File: config.mk
export PLATFORM = sky130hd
export DESIGN_NAME = uart_tx_fifo_flat
export DESIGN_NICKNAME = d
export VERILOG_FILES = /design/src/rtl/uart_tx_fifo_if.sv /design/src/rtl/uart_tx_fifo.sv /design/src/flat_wrapper.sv
export SDC_FILE = /design/constraint.sdc
export NUM_CORES = 1
export LEC_CHECK = 0
export CAP_MARGIN = 20
export CELL_PAD_IN_SITES_DETAIL_PLACEMENT = 1
export CELL_PAD_IN_SITES_GLOBAL_PLACEMENT = 1
export CORE_ASPECT_RATIO = 1.4
export CORE_MARGIN = 3
export CORE_UTILIZATION = 24
export DETAILED_ROUTE_END_ITERATION = 8
export PLACE_DENSITY = 0.45
export SYNTH_ARGS = -nofsm -noshare
export SYNTH_HDL_FRONTEND = slang
export SYNTH_SLANG_ARGS = --single-unit
File: constraint.sdc
create_clock -name CLK -period 4.45 [get_ports CLK]
set_input_delay 1.1125 -clock CLK [delete_from_list [all_inputs] [get_ports CLK]]
set_output_delay 1.1125 -clock CLK [all_outputs]
set_load 0.05 [all_outputs]
File: src/rtl/uart_tx_fifo_if.sv
// Producer-side valid/ready word handshake for the buffered UART transmitter.
interface uart_tx_fifo_if #(
  parameter int unsigned WIDTH = 8
);
  logic             Data_valid;
  logic [WIDTH-1:0] Data;
  logic             Ready;

  modport master (output Data_valid, output Data, input Ready);
  modport slave  (input Data_valid, input Data, output Ready);
endinterface

File: src/rtl/uart_tx_fifo.sv
// UART transmitter with a DEPTH-word transmit FIFO, runtime prescaler,
// optional parity and one/two stop bits; frames are sent back-to-back.
module uart_tx_fifo #(
  parameter int unsigned WIDTH      = 8,
  parameter int unsigned DEPTH      = 4,
  parameter int unsigned PRESCALE_W = 8
) (
  input  logic                         CLK,
  input  logic                         Reset,
  input  logic                         Parity_EN,
  input  logic                         Parity_type,
  input  logic                         Stop2,
  input  logic [PRESCALE_W-1:0]        Prescale,
  uart_tx_fifo_if.slave                bus,
  output logic [$clog2(DEPTH+1)-1:0]   Fifo_count,
  output logic                         Busy,
  output logic                         Tx_out
);

  localparam int unsigned AW = $clog2(DEPTH);
  localparam int unsigned CW = $clog2(DEPTH + 1);
  localparam int unsigned BW = $clog2(WIDTH);

  typedef enum logic [2:0] {
    IDLE   = 3'd0,
    START  = 3'd1,
    DATA   = 3'd2,
    PARITY = 3'd3,
    STOP   = 3'd4
  } state_t;

  logic [WIDTH-1:0]      mem [DEPTH];
  logic [AW-1:0]         wr_ptr;
  logic [AW-1:0]         rd_ptr;
  logic                  wr_en;
  logic                  pop;
  logic                  fifo_nonempty;

  state_t                state;
  logic [PRESCALE_W-1:0] bit_cnt;
  logic [PRESCALE_W-1:0] prescale_q;
  logic [BW-1:0]         bit_idx;
  logic                  stop_idx;
  logic [WIDTH-1:0]      word_q;
  logic [WIDTH-1:0]      sh_q;
  logic                  pen_q;
  logic                  ptype_q;
  logic                  stop2_q;
  logic                  period_end;
  logic                  last_stop;

  assign bus.Ready     = (Fifo_count != CW'(DEPTH));
  assign wr_en         = bus.Data_valid && bus.Ready;
  assign fifo_nonempty = (Fifo_count != '0);

  // A bit period ends when the counter reaches the latched prescale minus one.
  assign period_end = (bit_cnt == (prescale_q - PRESCALE_W'(1)));
  assign last_stop  = period_end && (stop_idx == stop2_q);
  assign pop        = fifo_nonempty &&
                      ((state == IDLE) || ((state == STOP) && last_stop));

  // Pointers and occupancy; a write while full never reaches here (Ready low).
  always_ff @(posedge CLK or posedge Reset) begin
    if (Reset) begin
      wr_ptr     <= '0;
      rd_ptr     <= '0;
      Fifo_count <= '0;
    end else begin
      if (wr_en) wr_ptr <= wr_ptr + AW'(1);
      if (pop)   rd_ptr <= rd_ptr + AW'(1);
      case ({wr_en, pop})
        2'b10:   Fifo_count <= Fifo_count + CW'(1);
        2'b01:   Fifo_count <= Fifo_count - CW'(1);
        default: Fifo_count <= Fifo_count;
      endcase
    end
  end

  // Storage array, contents need no reset.
  always_ff @(posedge CLK) begin
    if (wr_en) mem[wr_ptr] <= bus.Data;
  end

  // Frame sequencer with registered line and busy outputs.
  always_ff @(posedge CLK or posedge Reset) begin
    if (Reset) begin
      state      <= IDLE;
      Tx_out     <= 1'b1;
      Busy       <= 1'b0;
      bit_cnt    <= '0;
      prescale_q <= PRESCALE_W'(1);
      bit_idx    <= '0;
      stop_idx   <= 1'b0;
      word_q     <= '0;
      sh_q       <= '0;
      pen_q      <= 1'b0;
      ptype_q    <= 1'b0;
      stop2_q    <= 1'b0;
    end else begin
      bit_cnt <= period_end ? '0 : bit_cnt + PRESCALE_W'(1);
      case (state)
        IDLE: begin
          bit_cnt <= '0;
          Tx_out  <= 1'b1;
          Busy    <= 1'b0;
        end
        START: begin
          if (period_end) begin
            state   <= DATA;
            Tx_out  <= sh_q[0];
            sh_q    <= sh_q >> 1;
            bit_idx <= '0;
          end
        end
        DATA: begin
          if (period_end) begin
            if (bit_idx == BW'(WIDTH - 1)) begin
              if (pen_q) begin
                state  <= PARITY;
                Tx_out <= (^word_q) ^ ptype_q;
              end else begin
                state    <= STOP;
                Tx_out   <= 1'b1;
                stop_idx <= 1'b0;
              end
            end else begin
              bit_idx <= bit_idx + BW'(1);
              Tx_out  <= sh_q[0];
              sh_q    <= sh_q >> 1;
            end
          end
        end
        PARITY: begin
          if (period_end) begin
            state    <= STOP;
            Tx_out   <= 1'b1;
            stop_idx <= 1'b0;
          end
        end
        STOP: begin
          if (last_stop) begin
            state  <= IDLE;
            Tx_out <= 1'b1;
            Busy   <= 1'b0;
          end else if (period_end) begin
            stop_idx <= 1'b1;
          end
        end
        default: begin
          state  <= IDLE;
          Tx_out <= 1'b1;
          Busy   <= 1'b0;
        end
      endcase

      // Popping a word overrides the above: latch the frame and start it.
      if (pop) begin
        state      <= START;
        Tx_out     <= 1'b0;
        Busy       <= 1'b1;
        bit_cnt    <= '0;
        word_q     <= mem[rd_ptr];
        sh_q       <= mem[rd_ptr];
        pen_q      <= Parity_EN;
        ptype_q    <= Parity_type;
        stop2_q    <= Stop2;
        prescale_q <= (Prescale == '0) ? PRESCALE_W'(1) : Prescale;
      end
    end
  end

endmodule

File: src/flat_wrapper.sv
// flat-port wrapper written by rule: the top's interface ports become plain ports
module uart_tx_fifo_flat 
#(
  parameter int unsigned WIDTH      = 8,
  parameter int unsigned DEPTH      = 4,
  parameter int unsigned PRESCALE_W = 8
)
  (CLK, Reset, Parity_EN, Parity_type, Stop2, Prescale, Fifo_count, Busy, Tx_out, bus_Data_valid, bus_Data, bus_Ready);
  uart_tx_fifo_if #(.WIDTH(WIDTH)) bus_i ();
  input  logic CLK;
  input  logic Reset;
  input  logic Parity_EN;
  input  logic Parity_type;
  input  logic Stop2;
  input  logic [PRESCALE_W-1:0] Prescale;
  output logic [$clog2(DEPTH+1)-1:0] Fifo_count;
  output logic Busy;
  output logic Tx_out;
  input wire logic [$bits(bus_i.Data_valid)-1:0] bus_Data_valid;
  input wire logic [$bits(bus_i.Data)-1:0] bus_Data;
  output wire logic [$bits(bus_i.Ready)-1:0] bus_Ready;
  assign bus_i.Data_valid = bus_Data_valid;
  assign bus_i.Data = bus_Data;
  assign bus_Ready = bus_i.Ready;
  uart_tx_fifo #(.WIDTH(WIDTH), .DEPTH(DEPTH), .PRESCALE_W(PRESCALE_W)) u_core (.CLK(CLK), .Reset(Reset), .Parity_EN(Parity_EN), .Parity_type(Parity_type), .Stop2(Stop2), .Prescale(Prescale), .bus(bus_i), .Fifo_count(Fifo_count), .Busy(Busy), .Tx_out(Tx_out));
endmodule
* Word-level counts from Yosys, hierarchy flattened
Memory sizes are Yosys's and may differ from the RTL's. Index checks and enable logic that the tools add are counted.
Cells by class: equal/unequal tests 26, reduce and logical (&&, ||, !) cells 20, mux-type cells 41, add/subtract/negate cells 7, bitwise gates (word level) 1
Operators by type and width (count):
- $mux 8 | 8
- $mux 3 | 10
- $mux 1 | 16
- $pmux 8 s2 | 1
- $ne 3x1->1 const B | 5
- $pmux 3 s5 | 1
- $ne 2x1->1 const B | 7
- $pmux 3 s2 | 2
- $reduce_and 4->1 | 3
- $reduce_bool 3->1 | 3
- $add 8x1->8 const B | 1
- $eq 8x8->1 | 1
- $logic_not 8->1 | 1
- $reduce_xor 8->1 | 1
- $sub 8x1->8 const B | 1
- $reduce_and 7->1 | 1
- $add 3x1->3 const B | 2
- $eq 3x2->1 const B | 2
- $eq 3x3->1 const B | 2
- $ne 2x2->1 const B | 3
- $reduce_and 6->1 | 1
- $add 2x1->2 const B | 2
- $logic_and 1x1->1 | 4
- $pmux 1 s4 | 1
- 15 further kinds | 16
Word-level totals: memories kept 1, flip-flop bits (word level) 51, bits of input ports 22, memory bits (writable) 32, output and inout port bits 6
Memory list:
- u_core.mem | words 4, bits a word 8, read ports 1, clocked after memory_dff 0, write ports 1, RTL line uart_tx_fifo.sv:32 | logic [WIDTH-1:0] mem [DEPTH];

* Longest topological paths before layout
Gate-level depths: netlist of run 1.
depth after elaboration 8, depth in mapped cells 16, mapped depth without buffers 15

* Worst setup path before layout of run 1
OpenSTA, ideal clock, no wires.
path kind reg2reg, start register u_core.prescale_q[0], end register u_core.Fifo_count[2], path buffers 1, setup slack 1.018 ns, clock period less this slack 3.432 ns, arrival time 3.350 ns, required time 4.368 ns, stages on the path, launching flop included 17, cell sequence dfstp_2 > inv_1 > ha_1 > or3b_2 > nor3_1 > xnor2_1 > nand4_1 > o31ai_1 > nand2_1 > clkbuf_1 > inv_1 > ha_1 > inv_1 > fa_1 > xor2_1 > nor2_1 > xor2_1
Between the ends: cells in the longest elaborated chain, start to end 8, elaborated cells between the ends (all ways) 10
Ends and longest elaborated chain:
- start, declared | RTL line uart_tx_fifo.sv:41 | logic [PRESCALE_W-1:0] prescale_q;
- start signal, assigned | RTL line uart_tx_fifo.sv:167 | prescale_q <= (Prescale == '0) ? PRESCALE_W'(1) : Prescale;
- $sub 8x1->8 * | RTL line uart_tx_fifo.sv:57 | assign period_end = (bit_cnt == (prescale_q - PRESCALE_W'(1)));
- $eq 8x8->1 * | RTL line uart_tx_fifo.sv:57
- $logic_and 1x1->1 * | RTL line uart_tx_fifo.sv:58 | assign last_stop = period_end && (stop_idx == stop2_q);
- $logic_and 1x1->1 * | RTL line uart_tx_fifo.sv:60 | ((state == IDLE) || ((state == STOP) && last_stop));
- $logic_or 1x1->1 * | RTL line uart_tx_fifo.sv:60
- $logic_and 1x1->1 * | RTL line uart_tx_fifo.sv:59 | assign pop = fifo_nonempty &&
- net u_core.pop | RTL line uart_tx_fifo.sv:36 | logic pop;
- $eq 2x1->1 or $eq 2x2->1 (tied branches) | RTL line uart_tx_fifo.sv:71 | case ({wr_en, pop})
- $pmux 3 s2 or $reduce_bool 2->1 (tied branches)
- end signal, assigned | RTL line uart_tx_fifo.sv:72 | 2'b10: Fifo_count <= Fifo_count + CW'(1);
- end signal, assigned | RTL line uart_tx_fifo.sv:73 | 2'b01: Fifo_count <= Fifo_count - CW'(1);
- end signal, assigned | RTL line uart_tx_fifo.sv:74 | default: Fifo_count <= Fifo_count;
- end, declared | RTL line uart_tx_fifo.sv:15 | output logic [$clog2(DEPTH+1)-1:0] Fifo_count,
The timed path passes the listed nets; every way through them passes the cells marked *. A chain may end at the register's enable or synchronous reset.

* Final worst setup path of run 1
start register u_core.prescale_q[1], end register u_core.Fifo_count[2]
The elaborated chain is that of the path after synthesis.

==> results of run 1 <==
kinds of logic after synthesis:
kind of cell               count (synthesis)  share of synthesized area [%]
muxes                                     46                          16.09
buffers and inverters                     26                          2.660
adders and majority gates                 10                          3.357
AOI/OAI and AO/OA                         30                          5.446
and+or+nand+nor                           70                          8.994
xor gates and xnor gates                  29                          6.776
DFF                                       83                          56.68
path summary, 6_finish.rpt:
check | to | slack, ns | cells after the start
max | u_core.Fifo_count[2] | 0.94 | 15
min | u_core.Busy | 0.51 | 2
max reg2reg | u_core.Fifo_count[2] | 0.94 | 15
min reg2reg | u_core.Busy | 0.51 | 2
max in group asynchronous | u_core.Tx_out | 2.44 | 3
min in group asynchronous | u_core.ptype_q | 1.20 | 2
routing by layer:
metal | vias to the layer above | GRT usage, %
li1 | 1112 | -
met1 | 1188 | 11.00
met2 | 20 | 18.71
met3 | 8 | 2.065
met4 | 0 | 3.905
met5 | - | 0
critical path, delay by kind of cell (launching register included):
kind | cells | cell delay (ns)
AOI/OAI and AO/OA | 1 | 0.46
buffers and inverters | 3 | 0.22
DFF | 1 | 0.41
xor gates and xnor gates | 3 | 0.45
adders and majority gates | 3 | 0.76
and+or+nand+nor | 5 | 1.15
sequential cells by signal, indices dropped and copies added (netlist names), 3 cells and up:
register           count
u_core.state           3
u_core.bit_cnt         8
u_core.bit_idx         3
u_core.word_q          8
u_core.sh_q            8
u_core.Fifo_count      3
u_core.mem            32
u_core.prescale_q      8
layout by cell type, fill, tap and decap left out, types with 2 or more instances in the layout:
cell type and n:
nor3_1 7, a21oi_1 7, nor2b_1 3, mux2_4 12, buf_4 2, and3_1 10, clkdlybuf4s50_1 27, inv_6 2
dfrtp_1 49, xor2_1 12, a31oi_1 2, dfstp_2 2, nand2_1 11, inv_1 15, o31ai_1 2, mux2_2 22
nor2_1 20, a22o_2 2, edfxtp_1 32, mux2i_1 5, nand3_1 9, xnor2_1 16, clkbuf_16 9, o21ai_0 7
o22ai_1 2, mux4_2 7, clkinv_4 2, ha_1 9, or4_4 2
power by group through the flow:
stage	Sequential [mW]	Clock [mW]	Combinational [mW]
detailed placement	1.37	0	1.33
finish	1.34	0.704	1.29
floorplan	1.31	0	1.01
global route	1.39	0.758	1.44
global placement	1.36	0	1.31
CTS	1.36	0.731	1.33
synthesized netlist by cell type, types with 2 or more instances:
library cell,n,area [sq um]
mux2_4,12,180.2
and3_1,10,62.56
a22o_2,2,20.02
nor3_1,7,35.03
or4_4,2,22.52
a21oi_1,7,35.03
mux2i_1,5,50.05
o31ai_1,2,15.01
buf_1,3,11.26
dfrtp_1,49,1226
dfstp_2,2,52.55
o21ai_0,7,35.03
nor2_1,20,75.07
inv_1,16,60.06
nand2_1,11,41.29
nor2b_1,3,18.77
ha_1,9,112.6
o22ai_1,2,12.51
nand3_1,9,45.04
a31oi_1,2,12.51
xor2_1,12,105.1
mux4_2,7,157.7
clkbuf_1,6,22.52
mux2_2,22,247.7
xnor2_1,16,140.1
edfxtp_1,32,960.9
final cells by class:
| class | count | area (sq um) |
|---|---|---|
| Clock buffer | 9 | 225.2 |
| Clock inverter | 7 | 51.30 |
| Fill cell | 1675 | 11160 |
| Inverter | 16 | 60.06 |
| Multi-Input combinational cell | 185 | 1607 |
| Sequential cell | 83 | 2240 |
| Tap cell | 196 | 245.2 |
| Timing Repair Buffer | 29 | 285.3 |
metrics by stage:
step                instances  area [sq um]
floorplan                 294          3951
global placement          509          4437
detailed placement        509          4437
CTS                       525          4713
global route              525          4713
finish                    525          4713
==> impl_metrics.env, run 1 <==
export IMPL_outcome="finished, final reports clean"
export IMPL_max_freq_ghz=0.2848
export IMPL_gp_congestion=0.7214
export IMPL_p_sw_mw=1.197
export IMPL_drive_gt1_share_pct=21.88
export IMPL_tns_ns=0
export IMPL_slowest_delay_ns=0.48
export IMPL_power_total_mw=3.337
export IMPL_cp_common_cell="inv_1"
export IMPL_die_h_microns=157.8
export IMPL_die_w_microns=114.4
export IMPL_portBuffers=27
export IMPL_synth_async_reset_ratio_pct=61.45
export IMPL_clock_sinks=83
export IMPL_drc=0
export IMPL_finalNetCount=356
export IMPL_cts_tree="done"
export IMPL_die_area_sq_mm=0.01806
export IMPL_rsz0062_at_grt="no"
export IMPL_worst_ep_arrival_time_ns=3.77
export IMPL_cts_root_buf="clkbuf_16"
export IMPL_dr_wl_met3_microns=206
export IMPL_ys_warn_count=0
export IMPL_crit_chain="inv_1 > ha_1 > or3b_2 > nor3_1 > xnor2_1 > nand4_1 > o31ai_1 > nand2_1 > inv_1 > ha_1 > inv_1 > fa_1 > xor2_1 > nor2_1 > xor2_1"
export IMPL_fin_crit_ns=3.511
export IMPL_crit_fanout=6
export IMPL_syn_nets=326
export IMPL_h_tree_depth=3
export IMPL_worst_hold_slack_ns=0.5118
export IMPL_netSwitchingFraction_pct=35.86
export IMPL_setup_violations=0
export IMPL_clockBufferDepth=2
export IMPL_ys_ff_latch=83
export IMPL_numCtsBuffers=9
export IMPL_ys_types=45
export IMPL_synth_avg_cell_area_sq_um=13.44
export IMPL_worst_slack_ns=0.9389
export IMPL_cap_violations=0
export IMPL_hpwl_mm=6.120
export IMPL_grt_max_degree=32
export IMPL_required_ns=4.71
export IMPL_clock_latency_ns=0.34
export IMPL_relSlewSlack_pct=52.79
export IMPL_hp_start="u_core.Busy"
export IMPL_netlist_area_sq_mm=0.003951
export IMPL_design_core_area_sq_mm=0.01588
export IMPL_fin_worst_skew_ns=0.01061
export IMPL_post_route_util_pct=29.68
export IMPL_grt_pass1_vias=2668
export IMPL_vias=2328
export IMPL_ys_seq_area_share_pct=56.68
export IMPL_synth_edf_count=32
export IMPL_dr_pass1_iters=3
export IMPL_final_hold_viol_count=0
export IMPL_area_delta_synth_final_pct=19.28
export IMPL_vdd_ir_drop_max_mv=0.2333
export IMPL_slew_violations=0
export IMPL_ios=28
export IMPL_hold_class="reg -> reg"
export IMPL_clk_pin_slew_ns=0.07
export IMPL_grt_pass1_wl_mm=13.92
export IMPL_drt_met1_wl_mm=3.475
export IMPL_dpl_worst_slack_ns=0.9003
export IMPL_detail_route_antenna_nets=0
export IMPL_ys_flop_type="dfrtp_1"
export IMPL_crit_slowest_cell="or3b_2"
export IMPL_wirelength_mm=8.454
export IMPL_cts_repair_resized=0
export IMPL_post_drt_wl_per_cell_microns=16.10
export IMPL_p_int_mw=2.141
export IMPL_p_comb_share_pct=38.7
export IMPL_critPathCaptureType="flop"
export IMPL_crit_start="u_core.prescale_q[1]"
export IMPL_overflow=0
export IMPL_track_usage_pct=10.03
export IMPL_sequentialPowerShare_pct=40.2
export IMPL_synth_cells=294
export IMPL_met2_wirelength_mm=4.655
export IMPL_clockPowerShare_pct=21.1
export IMPL_post_cts_buffers=0
export IMPL_highest_layer="met4"
export IMPL_start_kind="flop"
export IMPL_grt_antenna_before_repair=0
export IMPL_row_count=54
export IMPL_cts_hold_fix_buffers=0
export IMPL_first_iter_violations=40
export IMPL_antenna_cells=0
export IMPL_vias_per_cell=4.434
export IMPL_worstMarginPinSlew_ns=0.7081
export IMPL_fin_crit_sh_pct=78.90
export IMPL_leakagePower_nw=1.929
export IMPL_p_per_area_mw_per_mm2=708.1
export IMPL_path_class="reg -> reg"
export IMPL_r2r_start="u_core.prescale_q[1]"
export IMPL_initial_core_util_pct=24.89
No activity file was read; power rests on OpenSTA's default activity.
==> run 2, diff against run 1 <==
--- a/config.mk
+++ b/config.mk
@@ -12,7 +12,7 @@
 export CORE_MARGIN = 3
 export CORE_UTILIZATION = 24
 export DETAILED_ROUTE_END_ITERATION = 8
-export PLACE_DENSITY = 0.45
+export PLACE_DENSITY = 0.47
 export SYNTH_ARGS = -nofsm -noshare
 export SYNTH_HDL_FRONTEND = slang
 export SYNTH_SLANG_ARGS = --single-unit
==> constraint.sdc (replaced) <==
create_clock -name CLK -period 3.1 [get_ports CLK]
set_input_delay 0.775 -clock CLK [delete_from_list [all_inputs] [get_ports CLK]]
set_output_delay 0.775 -clock CLK [all_outputs]
set_load 0.05 [all_outputs]
==> run 2 against run 1 <==
Against the previous run: the flow now finishes with violations (negative setup slack); clock skew up 0.0011 ns; via count grew 3.2%; first-iteration DRC count grew 88%; worst hold slack improved by 0.0051 ns; total power up 52%; clock power up 55%; wire length up 3.6%; clock-buffer cell count is the same; design area up 4.2%.
==> impl_metrics.env, run 2 (synthesis gave the netlist of run 1 again) <==
export IMPL_fin_crit_sh_pct=100.7
export IMPL_die_area_sq_mm=0.01806
export IMPL_clk_pin_slew_ns=0.06
export IMPL_crit_chain="or4_4 > or4_4 > o211ai_2 > a31oi_4 > o31ai_4 > nand2_1 > inv_1 > ha_2 > inv_1 > fa_2 > xor2_1 > nor2_1 > xor2_1"
export IMPL_h_tree_depth=3
export IMPL_final_cell_mix="dfrtp_1, edfxtp_1, clkdlybuf4s50_1, mux2_2, nor2_1"
export IMPL_detail_route_antenna_nets=0
export IMPL_r2r_start="u_core.prescale_q[0]"
export IMPL_post_route_util_pct=30.94
export IMPL_clockBufferDepth=2
export IMPL_grt_max_degree=52
export IMPL_worst_slack_ns=-0.02123
export IMPL_cts_root_buf="clkbuf_16"
export IMPL_gp_congestion=0.7521
export IMPL_clock_latency_ns=0.34
export IMPL_post_drt_wl_per_cell_microns=16.25
export IMPL_slew_violations=0
export IMPL_cap_violations=0
export IMPL_path_class="reg -> reg"
export IMPL_dr_pass1_iters=4
export IMPL_slowest_delay_ns=0.55
export IMPL_clock_sinks=83
export IMPL_p_per_area_mw_per_mm2=1030
export IMPL_die_w_microns=114.4
export IMPL_critPathCaptureType="flop"
export IMPL_ios=28
export IMPL_fin_worst_skew_ns=0.01171
export IMPL_crit_slowest_cell="or4_4"
export IMPL_grt_antenna_before_repair=0
export IMPL_hold_depth=2
export IMPL_grt_pass1_wl_mm=14.10
export IMPL_die_h_microns=157.8
export IMPL_initial_core_util_pct=24.89
export IMPL_fin_crit_ns=3.121
export IMPL_row_count=54
export IMPL_place_area_sq_mm=0.004549
export IMPL_start_kind="flop"
export IMPL_finalNetCount=370
export IMPL_portBuffers=27
export IMPL_mostFrequentLayoutCell="dfrtp_1"
export IMPL_largest_reg_flops=32
export IMPL_vias_per_cell=4.458
export IMPL_first_iter_violations=75
export IMPL_worst_ep_arrival_time_ns=3.38
export IMPL_final_area_sq_mm=0.004912
export IMPL_hold_class="reg -> reg"
export IMPL_outcome="finished, violations left"
export IMPL_max_freq_ghz=0.3204
export IMPL_reg2reg_slack_ns=-0.02
export IMPL_worstMarginPinSlew_ns=0.6678
export IMPL_cts_tree="done"
export IMPL_path_delay_family="simple AND/OR/NAND/NOR gates"
export IMPL_overflow=0
export IMPL_final_hold_viol_count=0
export IMPL_track_usage_pct=10.18
export IMPL_leakagePower_nw=2.014
export IMPL_grt_pass1_vias=2682
export IMPL_drc=0
export IMPL_crit_fanout=3
export IMPL_wirelength_mm=8.761
export IMPL_drive_gt1_share_pct=27.99
export IMPL_relSlewSlack_pct=55.48
export IMPL_design_core_area_sq_mm=0.01588
export IMPL_top_register="u_core.mem"
export IMPL_whs_endpoint="u_core.Busy"
export IMPL_hp_start="u_core.Busy"
export IMPL_worst_r2r_cell_count=13
export IMPL_rsz0062_at_grt="yes"
export IMPL_worst_path_buf_inv=2
export IMPL_antenna_cells=0
export IMPL_hpwl_mm=6.027
export IMPL_vias=2403
export IMPL_vdd_ir_drop_max_mv=0.3000
export IMPL_required_ns=3.36
export IMPL_reg2reg_to="u_core.Fifo_count[2]"
export IMPL_violations="negative setup slack"
export IMPL_setup_violations=1
export IMPL_numCtsBuffers=9
export IMPL_area_delta_synth_final_pct=24.32
==> run 2: cell types whose count changed in the layout (fill, tap and decap cells not counted), moves of 2 or more <==
cell / before / now
or4_4: 2 / 4
buf_4: 2 / 14
ha_1: 9 / 7
inv_1: 15 / 13
inv_2: 1 / 3
==> run 2: through the flow <==
step                      instances   TNS, ns  setup WS [ns]  hold WS [ns]  total power [mW]
after global placement          521  -0.05705       -0.05705        0.4974             3.955
after global routing            539   -0.4507        -0.2068        0.5469             5.442
final                           539  -0.02123       -0.02123        0.5169             5.062
after floorplan                 294   -0.1553        -0.1553        0.4811             3.347
after CTS                       538         0     0.00006239        0.5212             5.165
after detailed placement        521   -0.2730        -0.1084        0.5021             3.989
==> run 2: how the worst max path moves through the flow <==
stage                                    start                   end  slack [ns]  cells past startpoint
after floorplan           u_core.prescale_q[0]  u_core.Fifo_count[2]       -0.16                     14
after detailed placement  u_core.prescale_q[1]  u_core.Fifo_count[2]       -0.11                     13
final                     u_core.prescale_q[0]  u_core.Fifo_count[2]       -0.02                     13
after global routing      u_core.prescale_q[0]  u_core.Fifo_count[2]       -0.21                     13
after global placement    u_core.prescale_q[1]  u_core.Fifo_count[2]       -0.06                     13
after CTS                 u_core.prescale_q[0]        u_core.sh_q[2]     0.00006                      8
==> run 2: timing repair <==
item | in CTS | in global routing
cloned | 0 | 1
setup buffers | 1 | 0
endpoints found under the hold margin | 0 | 0
resized for setup | 10 | 2
hold buffers | 0 | 0
setup endpoints to repair | 8 | 9
pin swaps | 7 | 4
==> run 2: power by group <==
group | internal, mW | total (mW) | leakage [nW] | switching (mW)
Combinational | 1.09 | 2.05 | 0.960 | 0.961
Clock | 0.630 | 1.09 | 0.146 | 0.463
Sequential | 1.54 | 1.92 | 0.908 | 0.378
==> run 2: layer usage <==
| layer | track usage, % | share of wire [%] | wire, microns | vias up |
|---|---|---|---|---|
| li1 | - | - | - | 1140 |
| met1 | 12.07 | 43 | 3738 | 1229 |
| met2 | 17.74 | 53 | 4671 | 27 |
| met3 | 2.065 | 2.6 | 232 | 7 |
| met4 | 4.414 | 1.3 | 118 | 0 |
| met5 | 0 | 0 | 0 | - |
==> run 2: area by class of cell <==
cell class	count	area [sq um]
clock inverter	7	77.57
clock buffer	9	225.2
fill	1671	10970
timing repair buffer	42	395.4
inverter	16	60.06
tap	196	245.2
multi-input combinational	186	1669
sequential	83	2240
==> run 2: worst register-to-register path, stage by stage, from the launching register on <==
cell      delay [ns]
dfstp_2         0.38
or4_4           0.55
or4_4           0.43
o211ai_2        0.10
a31oi_4         0.13
o31ai_4         0.32
nand2_1         0.10
inv_1           0.08
ha_2            0.17
inv_1           0.05
fa_2            0.33
xor2_1          0.14
nor2_1          0.11
xor2_1          0.15
==> run 3, diff against run 2 <==
--- a/config.mk
+++ b/config.mk
@@ -11,6 +11,7 @@
 export CORE_ASPECT_RATIO = 1.4
 export CORE_MARGIN = 3
 export CORE_UTILIZATION = 24
+export CTS_CLUSTER_DIAMETER = 200
 export DETAILED_ROUTE_END_ITERATION = 8
 export PLACE_DENSITY = 0.47
 export SYNTH_ARGS = -nofsm -noshare
==> results of run 3 <==
No change in the layout: final DEF, timing and power equal those of run 2.
==> variant, RTL diff (settings of run 2) <==
Encoding of `state_t`: now one-hot (5 bits for 5 states).
--- a/src/rtl/uart_tx_fifo.sv
+++ b/src/rtl/uart_tx_fifo.sv
@@ -22,10 +22,10 @@
   localparam int unsigned BW = $clog2(WIDTH);
 
-  typedef enum logic [2:0] {
-    IDLE   = 3'd0,
-    START  = 3'd1,
-    DATA   = 3'd2,
-    PARITY = 3'd3,
-    STOP   = 3'd4
+  typedef enum logic [4:0] {
+    IDLE   = 5'b00001,
+    START  = 5'b00010,
+    DATA   = 5'b00100,
+    PARITY = 5'b01000,
+    STOP   = 5'b10000
   } state_t;
 
Check against the original RTL: same outputs for any inputs over 10 cycles, from zero or initial values and one cycle with Reset high; not proved beyond that.
==> variant against run 2 <==
First-iteration DRC count shrank 44%. Hold slack lost 0.032 ns. Synthesized area grew 1.5%. Sequential cell count grew 2. Critical path depth is the same. Worst setup slack gained 0.18 ns. Total power shrank 0.12%. Via count grew 4.9%. Sequential share of layout area grew 1.7 points. Die area grew 1.5%. Wire length grew 0.33%. Cell area shrank 1.3%. Clock power grew 6%. Non-clock buffer count shrank 10. Largest power group unchanged.
==> variant: results (changes against run 2) <==
Setup path
  – Maximum net fanout on the critical path: 4 (was 3)
  – Internal reg-to-reg setup slack: 0.16 ns (was -0.02 ns)
  – Dominant delay contributor by cell family on the critical path: adder cells (was simple AND/OR/NAND/NOR gates)
  – Crit-path slowest cell: dfstp_2 (was or4_4)

Run status
  – Status: finished, final reports clean (was finished, violations left)

Cells and area
  – Buffering overhead: 6.350% (was 8.049%)
  – Count of filler cells inserted in the layout: 1,769 (was 1,671)
  – Post-route insts no fill: 554 (was 539)
  – Number of multi-input combinational cells: 204 (was 186)
  – Final standard cell utilization of the core: 29.72% (was 30.94%)
  – Register share of the cell area: 47.26% (was 45.59%)
  – Fraction of area in multi-input gates: 33.38% (was 33.98%)
  – Fraction of layout cells with a size suffix above 1: 13.80% (was 27.99%)
  – Number of logic inverters in the finished layout: 18 (was 16)
  – Number of nets in the final layout: 382 (was 370)

Clock tree
  – Total of cells resized after clock tree synthesis: 0 (was 10)
  – Buffer count from post-CTS setup fixing: 0 (was 1)

Power
  – Switching Power: 1933 uW (was 1802 uW)
  – Power of the clock network: 1150 uW (was 1090 uW)

Drt
  – Post-Route WL: 8790 um (was 8761 um)
  – Violation count after the first detailed-route iteration: 42 (was 75)
  – Total number of vias: 2,520 (was 2,403)

Synth
  – Largest cells by area after synthesis: dfrtp_1 31%, edfxtp_1 24%, mux4_2 4.5% (was dfrtp_1 31%, edfxtp_1 24%, mux2_2 6.3%)
  – Share of synthesized registers carrying an async set or reset: 62.35% (was 61.45%)
  – Xor-xnor portion of the synthesized cell area: 6.675% (was 6.776%)
  – Number of distinct library cells after synthesis: 54 (was 45)
  – Sequential area share after synthesis: 57.11% (was 56.68%)
  – Compound-gate portion of the synthesized area: 9.233% (was 5.446%)
  – Number of nets in the synthesized netlist: 348 (was 326)
  – Adder-cell share of the synthesized area: 3.306% (was 3.357%)

Placement
  – Number of instances in the placed design: 538 (was 521)
  – Placer Congestion: 0.7440 (was 0.7521)
  – Setup slack after placement: 0.1762 ns (was -0.1084 ns)
  – Instance area at placement: 4518 sq um (was 4549 sq um)

Global route
  – Overall routing resource usage: 10.31% (was 10.18%)
  – Via count of the first global-routing pass: 2,822 (was 2,682)
  – Pin count of the biggest net entering global routing: 45 (was 52)

Timing
  – Setup clock skew after layout: 0.008875 ns (was 0.01171 ns)
  – Max-slew headroom: 48.05% (was 55.48%)

Die
  – Width of the die: 115.3 um (was 114.4 um)
variant: changes by cell type in the layout (fill, tap and decap cells not counted), moves of 4 or more:
cell     change
mux2_2      -17
mux2_4      -12
o21ai_1     +12
nand2_1     +11
buf_4        -9
mux2_1       +6
o21ai_0      +6
inv_1        +4
nor3b_1      +4
or4_4        -4
variant: worst min path at each step:
stage	slack, ns	cells after the start	start	end
floorplan	0.46	1	u_core.bit_idx[0]	u_core.bit_idx[0]
global placement	0.49	1	u_core.Busy	u_core.Busy
detailed placement	0.48	1	u_core.Busy	u_core.Busy
CTS	0.50	1	u_core.Busy	u_core.Busy
global route	0.53	1	u_core.Busy	u_core.Busy
finish	0.48	1	u_core.Busy	u_core.Busy
variant: layer usage:
layer  part of all wire [%]  vias up  GRT usage [%]
met5                      0        -              0
met4                    1.5        0          3.844
met3                    2.2        8          2.243
met2                     55       27          18.97
met1                     42     1285          11.33
li1                       -     1200              -
